### src/rtl/dwt_pair_feeder.sv
// Row-wise pixel fetcher for the 5/3 lifting stage: reads image memory and emits
// (x[2n], x[2n+1], x[2n+2]) triples over valid/ready, mirroring x[IMG_W-2] at the right edge.
module dwt_pair_feeder #(
    parameter int IMG_W = 64,
    parameter int IMG_H = 64,
    parameter int AW    = 12
) (
    input  logic          clk,
    input  logic          rst_n,
    input  logic          start,
    output logic          busy,
    output logic          done,
    output logic          mem_rd_en,
    output logic [AW-1:0] mem_addr,
    input  logic [7:0]    mem_rdata,
    output logic          out_valid,
    input  logic          out_ready,
    output logic [7:0]    out_even,
    output logic [7:0]    out_odd,
    output logic [7:0]    out_next,
    output logic          out_row_first,
    output logic          out_row_last,
    output logic          out_frame_last
);

    localparam int NP = IMG_W / 2;
    localparam int NW = (NP > 1) ? $clog2(NP) : 1;
    localparam int RW = (IMG_H > 1) ? $clog2(IMG_H) : 1;

    typedef enum logic [2:0] {IDLE, RD_E, RD_O, RD_N, CAP, OUT} state_e;

    state_e         state_q;
    logic           from_e_q;
    logic [NW-1:0]  n_q;
    logic [RW-1:0]  row_q;
    logic [AW-1:0]  base_q;
    logic [7:0]     even_q, odd_q, next_q;
    logic           valid_q, done_q, rf_q, rl_q, fl_q;

    logic           last_pair, last_row;
    logic [AW-1:0]  col;

    assign last_pair = (n_q == NW'(NP - 1));
    assign last_row  = (row_q == RW'(IMG_H - 1));
    assign col       = AW'({n_q, 1'b0});

    // Address is 0 whenever no read is issued, so reset and idle both show 0.
    always_comb begin
        mem_rd_en = 1'b0;
        mem_addr  = '0;
        case (state_q)
            RD_E: begin
                mem_rd_en = 1'b1;
                mem_addr  = base_q + col;
            end
            RD_O: begin
                mem_rd_en = 1'b1;
                mem_addr  = base_q + col + AW'(1);
            end
            RD_N: begin
                mem_rd_en = 1'b1;
                mem_addr  = last_pair ? base_q + AW'(IMG_W - 2) : base_q + col + AW'(2);
            end
            default: ;
        endcase
    end

    always_ff @(posedge clk or negedge rst_n) begin
        if (!rst_n) begin
            state_q  <= IDLE;
            from_e_q <= 1'b0;
            n_q      <= '0;
            row_q    <= '0;
            base_q   <= '0;
            even_q   <= '0;
            odd_q    <= '0;
            next_q   <= '0;
            valid_q  <= 1'b0;
            done_q   <= 1'b0;
            rf_q     <= 1'b0;
            rl_q     <= 1'b0;
            fl_q     <= 1'b0;
        end else begin
            done_q   <= 1'b0;
            from_e_q <= (state_q == RD_E);
            case (state_q)
                IDLE: if (start) begin
                    n_q     <= '0;
                    row_q   <= '0;
                    base_q  <= '0;
                    state_q <= RD_E;
                end
                RD_E: state_q <= RD_O;
                RD_O: begin
                    // Only the first pair of a row reads its even sample; later pairs reuse next.
                    if (from_e_q) even_q <= mem_rdata;
                    state_q <= RD_N;
                end
                RD_N: begin
                    odd_q   <= mem_rdata;
                    state_q <= CAP;
                end
                CAP: begin
                    next_q  <= mem_rdata;
                    valid_q <= 1'b1;
                    rf_q    <= (n_q == '0);
                    rl_q    <= last_pair;
                    fl_q    <= last_pair && last_row;
                    state_q <= OUT;
                end
                OUT: if (out_ready) begin
                    valid_q <= 1'b0;
                    if (!last_pair) begin
                        even_q  <= next_q;
                        n_q     <= n_q + 1'b1;
                        state_q <= RD_O;
                    end else if (!last_row) begin
                        base_q  <= base_q + AW'(IMG_W);
                        row_q   <= row_q + 1'b1;
                        n_q     <= '0;
                        state_q <= RD_E;
                    end else begin
                        done_q  <= 1'b1;
                        state_q <= IDLE;
                    end
                end
                default: state_q <= IDLE;
            endcase
        end
    end

    assign busy           = (state_q != IDLE);
    assign done           = done_q;
    assign out_valid      = valid_q;
    assign out_even       = even_q;
    assign out_odd        = odd_q;
    assign out_next       = next_q;
    assign out_row_first  = rf_q;
    assign out_row_last   = rl_q;
    assign out_frame_last = fl_q;

endmodule

### config.mk
export PLATFORM = sky130hd
export DESIGN_NAME = dwt_pair_feeder
export DESIGN_NICKNAME = d
export VERILOG_FILES = /design/src/rtl/dwt_pair_feeder.sv
export SDC_FILE = /design/constraint.sdc
export NUM_CORES = 1
export LEC_CHECK = 0
export BUFFER_PORTS_ARGS = -buffer_cell sky130_fd_sc_hd__buf_2
export CORE_ASPECT_RATIO = 1.1
export CORE_MARGIN = 5
export CORE_UTILIZATION = 45
export DETAILED_ROUTE_END_ITERATION = 12
export PLACE_DENSITY_LB_ADDON = 0.05
export SYNTH_ARGS = -nofsm -noshare
export SYNTH_HDL_FRONTEND = slang
export SYNTH_SLANG_ARGS = --single-unit
### constraint.sdc
create_clock -name clk -period 4.45 [get_ports clk]
set_input_delay 0.89 -clock clk [delete_from_list [all_inputs] [get_ports clk]]
set_output_delay 0.89 -clock clk [all_outputs]
set_load 0.02 [all_outputs]
==> results of run 1 <==
## worst max-delay path, cell delays in order (launching register included)
cell and delay [ns]:
dfrtp_1 0.52, ha_1 0.28, and3_1 0.18, ha_1 0.36, nand2b_1 0.32, or4_1 0.42, a2bb2oi_1 0.14, o21ai_0 0.16
buf_2 0.19
## cell usage after synthesis (3+ instances only)
| cell | count | area (sq um) |
|---|---|---|
| inv_1 | 10 | 37.5 |
| dfrtp_1 | 50 | 1250 |
| nor2_1 | 18 | 67.6 |
| nand3_1 | 8 | 40.0 |
| nand2b_1 | 4 | 25.0 |
| a22o_1 | 3 | 26.3 |
| o22ai_1 | 4 | 25.0 |
| nand4_1 | 7 | 43.8 |
| ha_1 | 6 | 75.1 |
| nor3_1 | 6 | 30.0 |
| or3_1 | 10 | 62.6 |
| nand2_1 | 32 | 120 |
| o31ai_1 | 4 | 30.0 |
| and3_1 | 4 | 25.0 |
| clkbuf_1 | 11 | 41.3 |
| a21oi_1 | 15 | 75.1 |
| a211oi_1 | 3 | 22.5 |
| mux2_2 | 16 | 180 |
| mux2i_1 | 8 | 80.1 |
| o21ai_0 | 28 | 140 |
| nor2b_1 | 3 | 18.8 |
| a31oi_1 | 3 | 18.8 |
| buf_2 | 7 | 35.0 |
## worst min path at each step
stage	startpoint	end	cells after the start
after floorplan	row_q[0]$_DFFE_PN0P_	row_q[0]$_DFFE_PN0P_	1
after global placement	out_even[7]$_DFFE_PN0P_	out_even[7]$_DFFE_PN0P_	2
after detailed placement	out_even[7]$_DFFE_PN0P_	out_even[7]$_DFFE_PN0P_	2
after CTS	rst_n	n_q[2]$_DFFE_PN0P_	1
after global routing	rst_n	base_q[11]$_DFFE_PN0P_	1
final	rst_n	base_q[11]$_DFFE_PN0P_	1
## sequential cells by signal, summed over array words and instances (netlist names)
signal and flops:
out_next 8, n_q 5, state_q 3, done 1, from_e_q 1, base_q 6, out_row_first 1, out_frame_last 1
out_row_last 1, row_q 6, out_odd 8, out_valid 1, out_even 8
## kinds of logic after synthesis
kind of cell / count (synthesis) / synth area share, %
AOI/OAI and AO/OA: 78 / 17.8
DFF: 50 / 44.5
and+or+nand+nor: 110 / 21.1
adders and majority gates: 6 / 2.67
buffers and inverters: 30 / 4.32
xor gates and xnor gates: 1 / 0.312
muxes: 24 / 9.27
## layout by cell type, fill, tap and decap left out, drive strengths merged, types with 8 or more instances in the layout
cell	count
or3	10
inv	10
nor2	18
dfrtp	50
nand2	32
a21oi	15
nand3	8
mux2	16
o21ai	28
mux2i	8
buf	58
## stage by stage
stage / setup WS (ns) / util [%] / cell area [sq um]
after floorplan: 1.27 / - / 2810
after global placement: 1.11 / 51.1 / 3130
after detailed placement: 1.03 / 51.1 / 3130
after CTS: 0.699 / 52.4 / 3200
after global routing: 0.410 / 52.4 / 3200
final: 0.692 / 52.4 / 3200
## layout make-up
type | instances | share of cell area, %
multi-input combinational | 219 | 44.8
sequential | 50 | 39.0
timing repair buffer | 58 | 9.37
tap | 80 | 3.12
clock buffer | 5 | 2.15
inverter | 10 | 1.17
clock inverter | 2 | 0.312
## power groups by stage
stage               Combinational [uW]  Clock [uW]  Sequential (uW)
finish                             797         255              712
CTS                                807         264              712
floorplan                          435           0              823
global placement                   796           0              713
global route                       870         286              736
detailed placement                 806           0              719
## per-layer routing
layer	routed length [um]	part of all wire, %
met3	377	5.3
met4	97	1.4
met5	0	0
met1	3200	45
met2	3460	48
==> reports/qor.csv, run 1 <==
stage,metric,value,unit
power,swShare,43.8,%
global_route,gr-max-usage-layer,met2,
timing,hold-worst-slack,0.475,ns
power,cellPowerDensity,550,mW/mm^2
clock_network,cts_hold_buf,0,
yosys,seq_area_frac_synth,44.5,%
clock_network,cts_buffer_depth,2,
worst_setup_path,required,3.56,ns
power,p_total,1760,uW
clock_network,numClockSinks,50,
place,hpwlAfterDp,5.07,mm
yosys,async_flop_share,100,%
timing,fin_crit_sh,84.4,%
die,io_pins,55,
detailed_routing,routed_wl,7.13,mm
detailed_routing,drt_drc_violations_left,0,
cells_and_area,multi_input_area,0.00144,sq mm
global_route,use_met3,4.36,%
global_route,use_met2,30.4,%
worst_setup_path,end_kind,output port,
yosys,synth-seq-cells,50,
timing,clock.fmax,266,MHz
global_route,antenna_found_initial,0,
clock_network,post_cts_buffers,0,
power,clockPowerShare,14.4,%
die,die_h,92.9,um
cells_and_area,syn2layout_area_growth,14.1,%
power,combPwrFrac,45.2,%
place,portBuffers,54,
yosys,synth_edf_count,0,
yosys,synth_ff_type,dfrtp_1,
die,fp.dieArea,0.00792,sq mm
timing,max_slew_margin,28.7,%
cells_and_area,layoutNonFillerInstCount,424,
die,die_w,85.3,um
clock_network,cts_tree,done,
worst_setup_path,r2r_start,n_q[0]$_DFFE_PN0P_,
power,sequentialPowerShare,40.4,%
timing,drv_slew,0,
power,irDropWorstVdd,342,uV
yosys,synth_warnings,0,
timing,min_period,3.76,ns
detailed_routing,wl_per_cell,16.8,um
cells_and_area,layout-drive-gt1-share,25.0,%
worst_setup_path,endpoint,mem_addr[11],
die,initial_utilization,45.9,%
global_route,grt_max_degree,38,
detailed_routing,vias,2426,
die,std_cell_rows,30,
global_route,grt_pass1_vias,2348,
clock_network,cts-resized-gates,0,
timing,rsz0062_at_grt,no,
worst_setup_path,r2r_end,out_even[6]$_DFFE_PN0P_,
timing,fin_tns_setup,0,ns
yosys,syn-cell-area,0.00281,sq mm
timing,skew,0.00908,ns
power,p_int,990,uW
cells_and_area,fillers,581,
global_route,grt_util_met1,24.4,%
worst_setup_path,critPathLaunchType,flip-flop,
detailed_routing,firstDrtPassIters,4,
hold_path,hold_class,primary input to async pin,
global_route,overflow,0,
yosys,netlist_instances,299,
power,p_switching,773,uW
timing,worstMarginPinSlew,1.07,ns
detailed_routing,ant_nets,0,
timing,setup_viol,0,
yosys,syn-num-nets,317,
global_route,grt_pass1_wl,11.8,mm
clock_network,clk_pin_slew,0.09,ns
cells_and_area,n_antenna_cell,0,
clock_network,cts_buffers,5,
cells_and_area,nets,362,
detailed_routing,viasPerCell,5.72,
clock_network,root_buffer,clkbuf_8,
die,core,0.00612,sq mm
global_route,grt.total_usage,18.5,%
run_status,outcome,finished clean,
yosys,syn_area_per_cell,9.39,sq um
detailed_routing,drt_iter0_markers,105,
cells_and_area,regArea,0.00125,sq mm
job,drv_cap,0,
timing,hold_viol_final,0,
place,gp_congestion,0.790,
clock_network,insertion_delay,0.30,ns
clock_network,h-tree-depth,2,
worst_setup_path,rrSetupSlack,1.63,ns
worst_setup_path,arrival,2.87,ns
place,placed_cells,417,
worst_setup_path,cp_max_fo,16,
worst_setup_path,startpoint,n_q[0]$_DFFE_PN0P_,
worst_setup_path,crit_type,flip-flop to output port,
yosys,synth_cell_types,50,
worst_setup_path,r2r_cells,6,
power,leakagePower,0.00147,uW
No activity file was read; power rests on OpenSTA's default activity.
==> run 2, diff against run 1 <==
--- a/config.mk
+++ b/config.mk
@@ -5,6 +5,7 @@
 export SDC_FILE = /design/constraint.sdc
 export NUM_CORES = 1
 export LEC_CHECK = 0
+export ABC_AREA = 1
 export BUFFER_PORTS_ARGS = -buffer_cell sky130_fd_sc_hd__buf_2
 export CORE_ASPECT_RATIO = 1.1
 export CORE_MARGIN = 5
==> constraint.sdc (replaced) <==
create_clock -name clk -period 3.3 [get_ports clk]
set_input_delay 0.66 -clock clk [delete_from_list [all_inputs] [get_ports clk]]
set_output_delay 0.66 -clock clk [all_outputs]
set_load 0.02 [all_outputs]
==> run 2 against run 1 <==
Largest cell class unchanged; largest power group unchanged; worst hold slack worse by 0.15 ns; clock power rose by 73%; synthesized area down 3.2%.
==> reports/qor.csv, run 2 <==
stage,metric,value,unit,change
detailed_routing,drt_drc_violations_left,0,,unchanged
cells_and_area,nets,443,,+22%
clock_network,cts_hold_buf,0,,unchanged
detailed_routing,firstDrtPassIters,4,,unchanged
die,core,0.00581,sq mm,-5.1%
timing,fin_crit_sh,92.2,%,
yosys,synth_ff_type,dfrtp_1,,
worst_setup_path,cp_max_fo,10,,-6
yosys,syn-cell-area,0.00272,sq mm,-3.2%
yosys,synth_edf_count,0,,unchanged
yosys,async_flop_share,100,%,unchanged
clock_network,cts_buffers,5,,unchanged
power,cellPowerDensity,791,mW/mm^2,+44%
power,p_total,2520,uW,+43%
timing,rsz0062_at_grt,no,,
place,placed_cells,495,,+19%
detailed_routing,drt_iter0_markers,147,,+40%
timing,worstMarginPinSlew,0.558,ns,-0.513 ns
clock_network,cts_tree,done,,
yosys,synth-seq-cells,50,,unchanged
worst_setup_path,end_kind,output port,,
die,die_w,84.1,um,-1.4%
yosys,yosysTopAreaCellShare,46.0,%,+1.5 points
yosys,synth.area.top_cells,"dfrtp_1 (46%), nand2_1 (21%), o21ai_0 (6.6%), nand3_1 (5.2%), inv_1 (4.6%)",,
cells_and_area,layout-drive-gt1-share,18.5,%,-6.5 points
clock_network,numClockSinks,50,,unchanged
run_status,outcome,finished clean,,
yosys,netlist_instances,371,,+24%
place,portBuffers,54,,unchanged
cells_and_area,final_cell_mix,"nand2_1 (149), buf_2 (54), dfrtp_1 (50), o21ai_0 (36), inv_1 (33)",,
worst_setup_path,arrival,2.38,ns,-0.49 ns
detailed_routing,routed_wl,6.57,mm,-8.0%
cells_and_area,syn2layout_area_growth,17.1,%,
timing,drv_slew,0,,unchanged
worst_setup_path,required,2.64,ns,-0.92 ns
timing,hold-worst-slack,0.327,ns,-0.148 ns
global_route,grt_max_degree,26,,-32%
timing,min_period,3.04,ns,
place,gp_congestion,0.926,,+17%
yosys,seq_area_frac_synth,46.0,%,+1.5 points
die,io_pins,55,,unchanged
clock_network,cts-resized-gates,0,,unchanged
worst_setup_path,crit_type,flip-flop to output port,,
yosys,synth_cell_types,25,,-50%
cells_and_area,layoutNonFillerInstCount,503,,+19%
die,std_cell_rows,29,,-3.3%
global_route,antenna_found_initial,0,,unchanged
clock_network,root_buffer,clkbuf_8,,
detailed_routing,ant_nets,0,,unchanged
timing,hold_viol_final,0,,unchanged
timing,skew,0.00928,ns,+0.000198 ns
clock_network,post_cts_buffers,0,,unchanged
yosys,synth_warnings,0,,unchanged
cells_and_area,layout_commonest_cell,nand2_1,,
worst_setup_path,cp_cell_sequence,ha_1 -> inv_1 -> nor3_1 -> ha_1 -> inv_1 -> nand3_1 -> nor2_2 -> nand2_1 -> nand2_1 -> nand3_1 -> o21ai_0 -> buf_2,,
global_route,grt_pass1_wl,11.4,mm,-3.6%
yosys,syn_area_per_cell,7.33,sq um,-22%
yosys,yosysMostFrequentCell,nand2_1,,
clock_network,cts_buffer_depth,2,,unchanged
timing,fin_tns_setup,0,ns,unchanged
clock_network,h-tree-depth,2,,unchanged
global_route,overflow,0,,unchanged
yosys,syn-num-nets,389,,+23%
power,irDropWorstVdd,304,uV,-11%
yosys,synth_top_cell_by_area,dfrtp_1,,
hold_path,hold_class,primary input to async pin,,
die,initial_utilization,46.8,%,+0.92 points
timing,max_slew_margin,62.8,%,+34 points
place,hpwlAfterDp,4.88,mm,-3.6%
detailed_routing,vias,2464,,+1.6%
job,drv_cap,0,,unchanged
worst_setup_path,max_stage_delay,0.43,ns,-0.09 ns
timing,setup_viol,0,,unchanged
detailed_routing,viasPerCell,4.90,,-14%
die,die_h,91.5,um,-1.4%
clock_network,insertion_delay,0.31,ns,about the same
die,fp.dieArea,0.00770,sq mm,-2.9%
global_route,grt.total_usage,18.0,%,-0.50 points
power,leakagePower,0.00170,uW,+15%
worst_setup_path,critPathLaunchType,flip-flop,,
yosys,synthTopCellsByCount,"nand2_1 (149), dfrtp_1 (50), o21ai_0 (36)",,
global_route,grt_pass1_vias,2362,,+0.60%
cells_and_area,n_antenna_cell,0,,unchanged
clock_network,clk_pin_slew,0.10,ns,about the same
detailed_routing,wl_per_cell,13.1,um,-22%
worst_setup_path,slowest_stage,dfrtp_1,,
timing,clock.fmax,329,MHz,
-- run 2: changes by cell type in the layout (fill, tap and decap cells not counted), sizes merged, moves of 10 or more --
cell   change
a21oi     -11
inv       +28
mux2      -16
nand2    +117
nand3     +21
o21ai     +15
or3       -10
-- run 2: final cells by class --
class                      instances  area, sq um
multi-input combinational        273         1280
sequential                        50         1250
clock buffer                       5         68.8
tap                               77         96.3
inverter                          37          139
fill                             583         2620
clock inverter                     3         43.8
timing repair buffer              58          300
-- run 2: path summary, 6_finish.rpt --
check                                        from                      end  slack, ns  cells after the start
setup / recovery               n_q[0]$_DFFE_PN0P_              mem_addr[8]       0.26                     12
hold / removal                              rst_n  out_even[6]$_DFFE_PN0P_       0.33                      1
setup reg to reg               n_q[1]$_DFFE_PN0P_  out_even[4]$_DFFE_PN0P_       1.14                     10
hold reg to reg            out_odd[0]$_DFFE_PN0N_   out_odd[0]$_DFFE_PN0N_       0.47                      2
max in group asynchronous                   rst_n    out_valid$_DFFE_PN0P_       2.35                      2
min in group clk           out_odd[0]$_DFFE_PN0N_   out_odd[0]$_DFFE_PN0N_       0.47                      2
-- run 2: stage by stage --
stage               util (%)  cell area, sq um  worst slack [ns]
detailed placement      52.8              3070             0.554
floorplan                  -              2720             0.661
global placement        52.8              3070             0.624
CTS                     54.7              3180             0.204
finish                  54.8              3180             0.257
global route            54.8              3180            0.0205
-- run 2: critical path: cells and delay by family, from the launching register on --
family                   cells  cell delay (ns)
adder cells (fa/ha/maj)      2             0.53
AO/OA/AOI/OAI                1             0.11
flip-flops                   1             0.43
buffers and inverters        3             0.45
AND/OR/NAND/NOR              6             0.57
-- run 2: power breakdown --
group          internal, uW  total, uW  switching [uW]
sequential              808        950             142
combinational           322       1130             805
clock                   227        441             214
total                  1360       2520            1160
-- run 2: cells by family (layout without fill, tap and decap cells) --
logic type,count (synthesis),count (layout),synth area share (%)
buffers and inverters,48,103,6.95
AND/OR/NAND/NOR,211,211,32.8
XOR/XNOR,8,8,2.58
adder cells (fa/ha/maj),6,6,2.76
AO/OA/AOI/OAI,48,48,8.93
flip-flops,50,50,46.0
-- run 2: layer usage --
metal	vias to the layer above	GRT usage [%]	routed length, um
li1	1280	-	-
met4	0	6.03	98
met1	1116	23.3	3030
met3	10	4.80	370
met5	-	0	0
met2	58	29.3	3060
==> run 3, diff against run 2 <==
--- a/config.mk
+++ b/config.mk
@@ -7,9 +7,12 @@
 export LEC_CHECK = 0
 export ABC_AREA = 1
 export BUFFER_PORTS_ARGS = -buffer_cell sky130_fd_sc_hd__buf_2
+export CAP_MARGIN = 20
+export CELL_PAD_IN_SITES_DETAIL_PLACEMENT = 0
+export CELL_PAD_IN_SITES_GLOBAL_PLACEMENT = 1
 export CORE_ASPECT_RATIO = 1.1
 export CORE_MARGIN = 5
-export CORE_UTILIZATION = 45
+export CORE_UTILIZATION = 35
 export DETAILED_ROUTE_END_ITERATION = 12
 export PLACE_DENSITY_LB_ADDON = 0.05
 export SYNTH_ARGS = -nofsm -noshare
==> run 3 against run 2 <==
Count of clock-buffer cells in the layout is 2 higher; critical endpoint is now mem_addr[9]; worst hold slack better by 0.071 ns; clock skew is 0.0040 ns higher; via count fell by 0.20%.
==> reports/qor.csv, run 3 (synthesis gave the netlist of run 2 again) <==
stage,metric,value,unit,change
clock_network,cts_tree,done,,
power,cellPowerDensity,775,mW/mm^2,-2.1%
die,fp.dieArea,0.00963,sq mm,+25%
place,portBuffers,54,,unchanged
clock_network,h-tree-depth,2,,unchanged
timing,fin_crit_sh,90.9,%,-1.3 points
timing,max_slew_margin,51.6,%,-11 points
timing,clock.fmax,333,MHz,+1.4%
clock_network,insertion_delay,0.30,ns,about the same
detailed_routing,ant_nets,0,,unchanged
job,drv_cap,0,,unchanged
global_route,grt_pass1_wl,11.8,mm,+4.1%
power,irDropWorstVdd,203,uV,-33%
place,gp_congestion,0.843,,-8.9%
detailed_routing,firstDrtPassIters,4,,unchanged
timing,drv_slew,0,,unchanged
run_status,outcome,finished clean,,
timing,min_period,3.00,ns,-0.0421 ns
clock_network,clk_pin_slew,0.10,ns,about the same
die,die_h,102,um,+12%
detailed_routing,wl_per_cell,13.1,um,+0.70%
cells_and_area,nets,443,,unchanged
timing,rsz0062_at_grt,no,,
timing,hold_viol_final,0,,unchanged
global_route,grt_pass1_vias,2448,,+3.6%
power,p_total,2490,uW,-1.3%
die,io_pins,55,,unchanged
die,std_cell_rows,33,,+14%
detailed_routing,drt_iter0_markers,86,,-41%
timing,setup_viol,0,,unchanged
detailed_routing,vias,2459,,-0.20%
worst_setup_path,cp_max_fo,10,,unchanged
clock_network,cts_buffer_depth,2,,unchanged
hold_path,hold_class,primary input to async pin,,
global_route,overflow,0,,unchanged
detailed_routing,routed_wl,6.98,mm,+6.3%
worst_setup_path,crit_type,flip-flop to output port,,
cells_and_area,syn2layout_area_growth,18.0,%,
power,leakagePower,0.00169,uW,-0.24%
clock_network,cts_buffers,5,,unchanged
global_route,grt_max_degree,33,,+27%
worst_setup_path,arrival,2.34,ns,-0.04 ns
clock_network,post_cts_buffers,0,,unchanged
worst_setup_path,r2r_cells,9,,-1
timing,skew,0.0133,ns,+0.00401 ns
cells_and_area,layout_commonest_cell,nand2_1,,
place,pre_cts_ws,0.583,ns,+0.0297 ns
cells_and_area,fillers,834,,+43%
global_route,grt.total_usage,15.6,%,-2.5 points
die,initial_utilization,36.2,%,-11 points
worst_setup_path,critPathLaunchType,flip-flop,,
worst_setup_path,end_kind,output port,,
cells_and_area,n_antenna_cell,0,,unchanged
cells_and_area,regArea,0.00125,sq mm,unchanged
die,core,0.00751,sq mm,+29%
global_route,antenna_found_initial,0,,unchanged
detailed_routing,viasPerCell,4.63,,-5.5%
detailed_routing,drt_drc_violations_left,0,,unchanged
timing,fin_tns_setup,0,ns,unchanged
place,hpwlAfterDp,5.27,mm,+7.9%
timing,worstMarginPinSlew,0.725,ns,+0.168 ns
cells_and_area,multi_input_area,0.00128,sq mm,-0.19%
timing,setup_ws,0.300,ns,+0.0421 ns
die,die_w,94.0,um,+12%
cells_and_area,final_cell_mix,"nand2_1 (149), buf_2 (54), dfrtp_1 (50), o21ai_0 (36), inv_1 (33)",,
clock_network,numClockSinks,50,,unchanged
clock_network,root_buffer,clkbuf_8,,
cells_and_area,layout-drive-gt1-share,18.3,%,-0.23 points
worst_setup_path,required,2.64,ns,about the same
[run 3: cell types whose count changed in the layout (fill, tap and decap cells not counted)]
cell | previous run | this run
clkinv_2 | 1 | 0
clkbuf_8 | 5 | 7
inv_6 | 1 | 0
nor2_2 | 4 | 3
clkinv_4 | 0 | 1
bufinv_16 | 1 | 0
nor2_1 | 19 | 20
[run 3: power by group]
group	internal (uW)	switching [uW]	leakage (uW)
Sequential	808	143	0.000648
Clock	193	209	0.0000544
Combinational	321	812	0.000990
[run 3: worst max-delay path: stages, from the launching register on]
cell	delay [ns]
dfrtp_1	0.43
ha_1	0.23
inv_1	0.07
nor3_1	0.05
ha_1	0.30
inv_1	0.18
nand3_1	0.11
nor2_1	0.23
nand2_1	0.08
nand2_1	0.06
nand2_1	0.04
a21oi_1	0.11
buf_2	0.17
[run 3: per-layer routing]
layer	GRT usage, %	share of wire, %	wire length (um)	up-vias
met4	3.78	1.2	87	0
li1	-	-	-	1278
met1	19.6	47	3300	1136
met2	27.6	48	3360	37
met3	2.80	3.4	235	8
met5	0	0	0	-
[run 3: worst paths after layout]
| kind | startpoint | to | slack [ns] |
|---|---|---|---|
| max | n_q[0]$_DFFE_PN0P_ | mem_addr[9] | 0.30 |
| min | rst_n | out_odd[4]$_DFFE_PN0N_ | 0.40 |
| max reg2reg | n_q[2]$_DFFE_PN0P_ | base_q[10]$_DFFE_PN0P_ | 1.15 |
| min reg2reg | out_odd[4]$_DFFE_PN0N_ | out_odd[4]$_DFFE_PN0N_ | 0.47 |
| max in group asynchronous | rst_n | n_q[4]$_DFFE_PN0P_ | 2.25 |
| min in group clk | out_odd[4]$_DFFE_PN0N_ | out_odd[4]$_DFFE_PN0N_ | 0.47 |
[run 3: area by class of cell]
class | count | share of cell area (%)
well taps | 105 | 4.10
clock buffers | 7 | 3.00
multi-input cells | 273 | 39.9
flip-flops and latches | 50 | 39.0
clock inverters | 1 | 0.273
inverters | 37 | 4.33
repair buffers | 58 | 9.36
[run 3: metrics by stage]
step                cells  cell area (sq um)  hold WS [ns]  util [%]
finish                531               3210         0.398      42.7
global route          531               3210         0.454      42.7
CTS                   531               3210         0.425      42.7
detailed placement    523               3100         0.455      41.3
global placement      523               3100         0.448      41.3
floorplan             371               2720         0.364         -
[run 3: repair_timing]
action | 4_1_cts | 5_1_grt
hold endpoints to repair | 0 | 0
setup endpoints to repair | 0 | 2
hold buffers | 0 | 0
resized for setup | 0 | 1
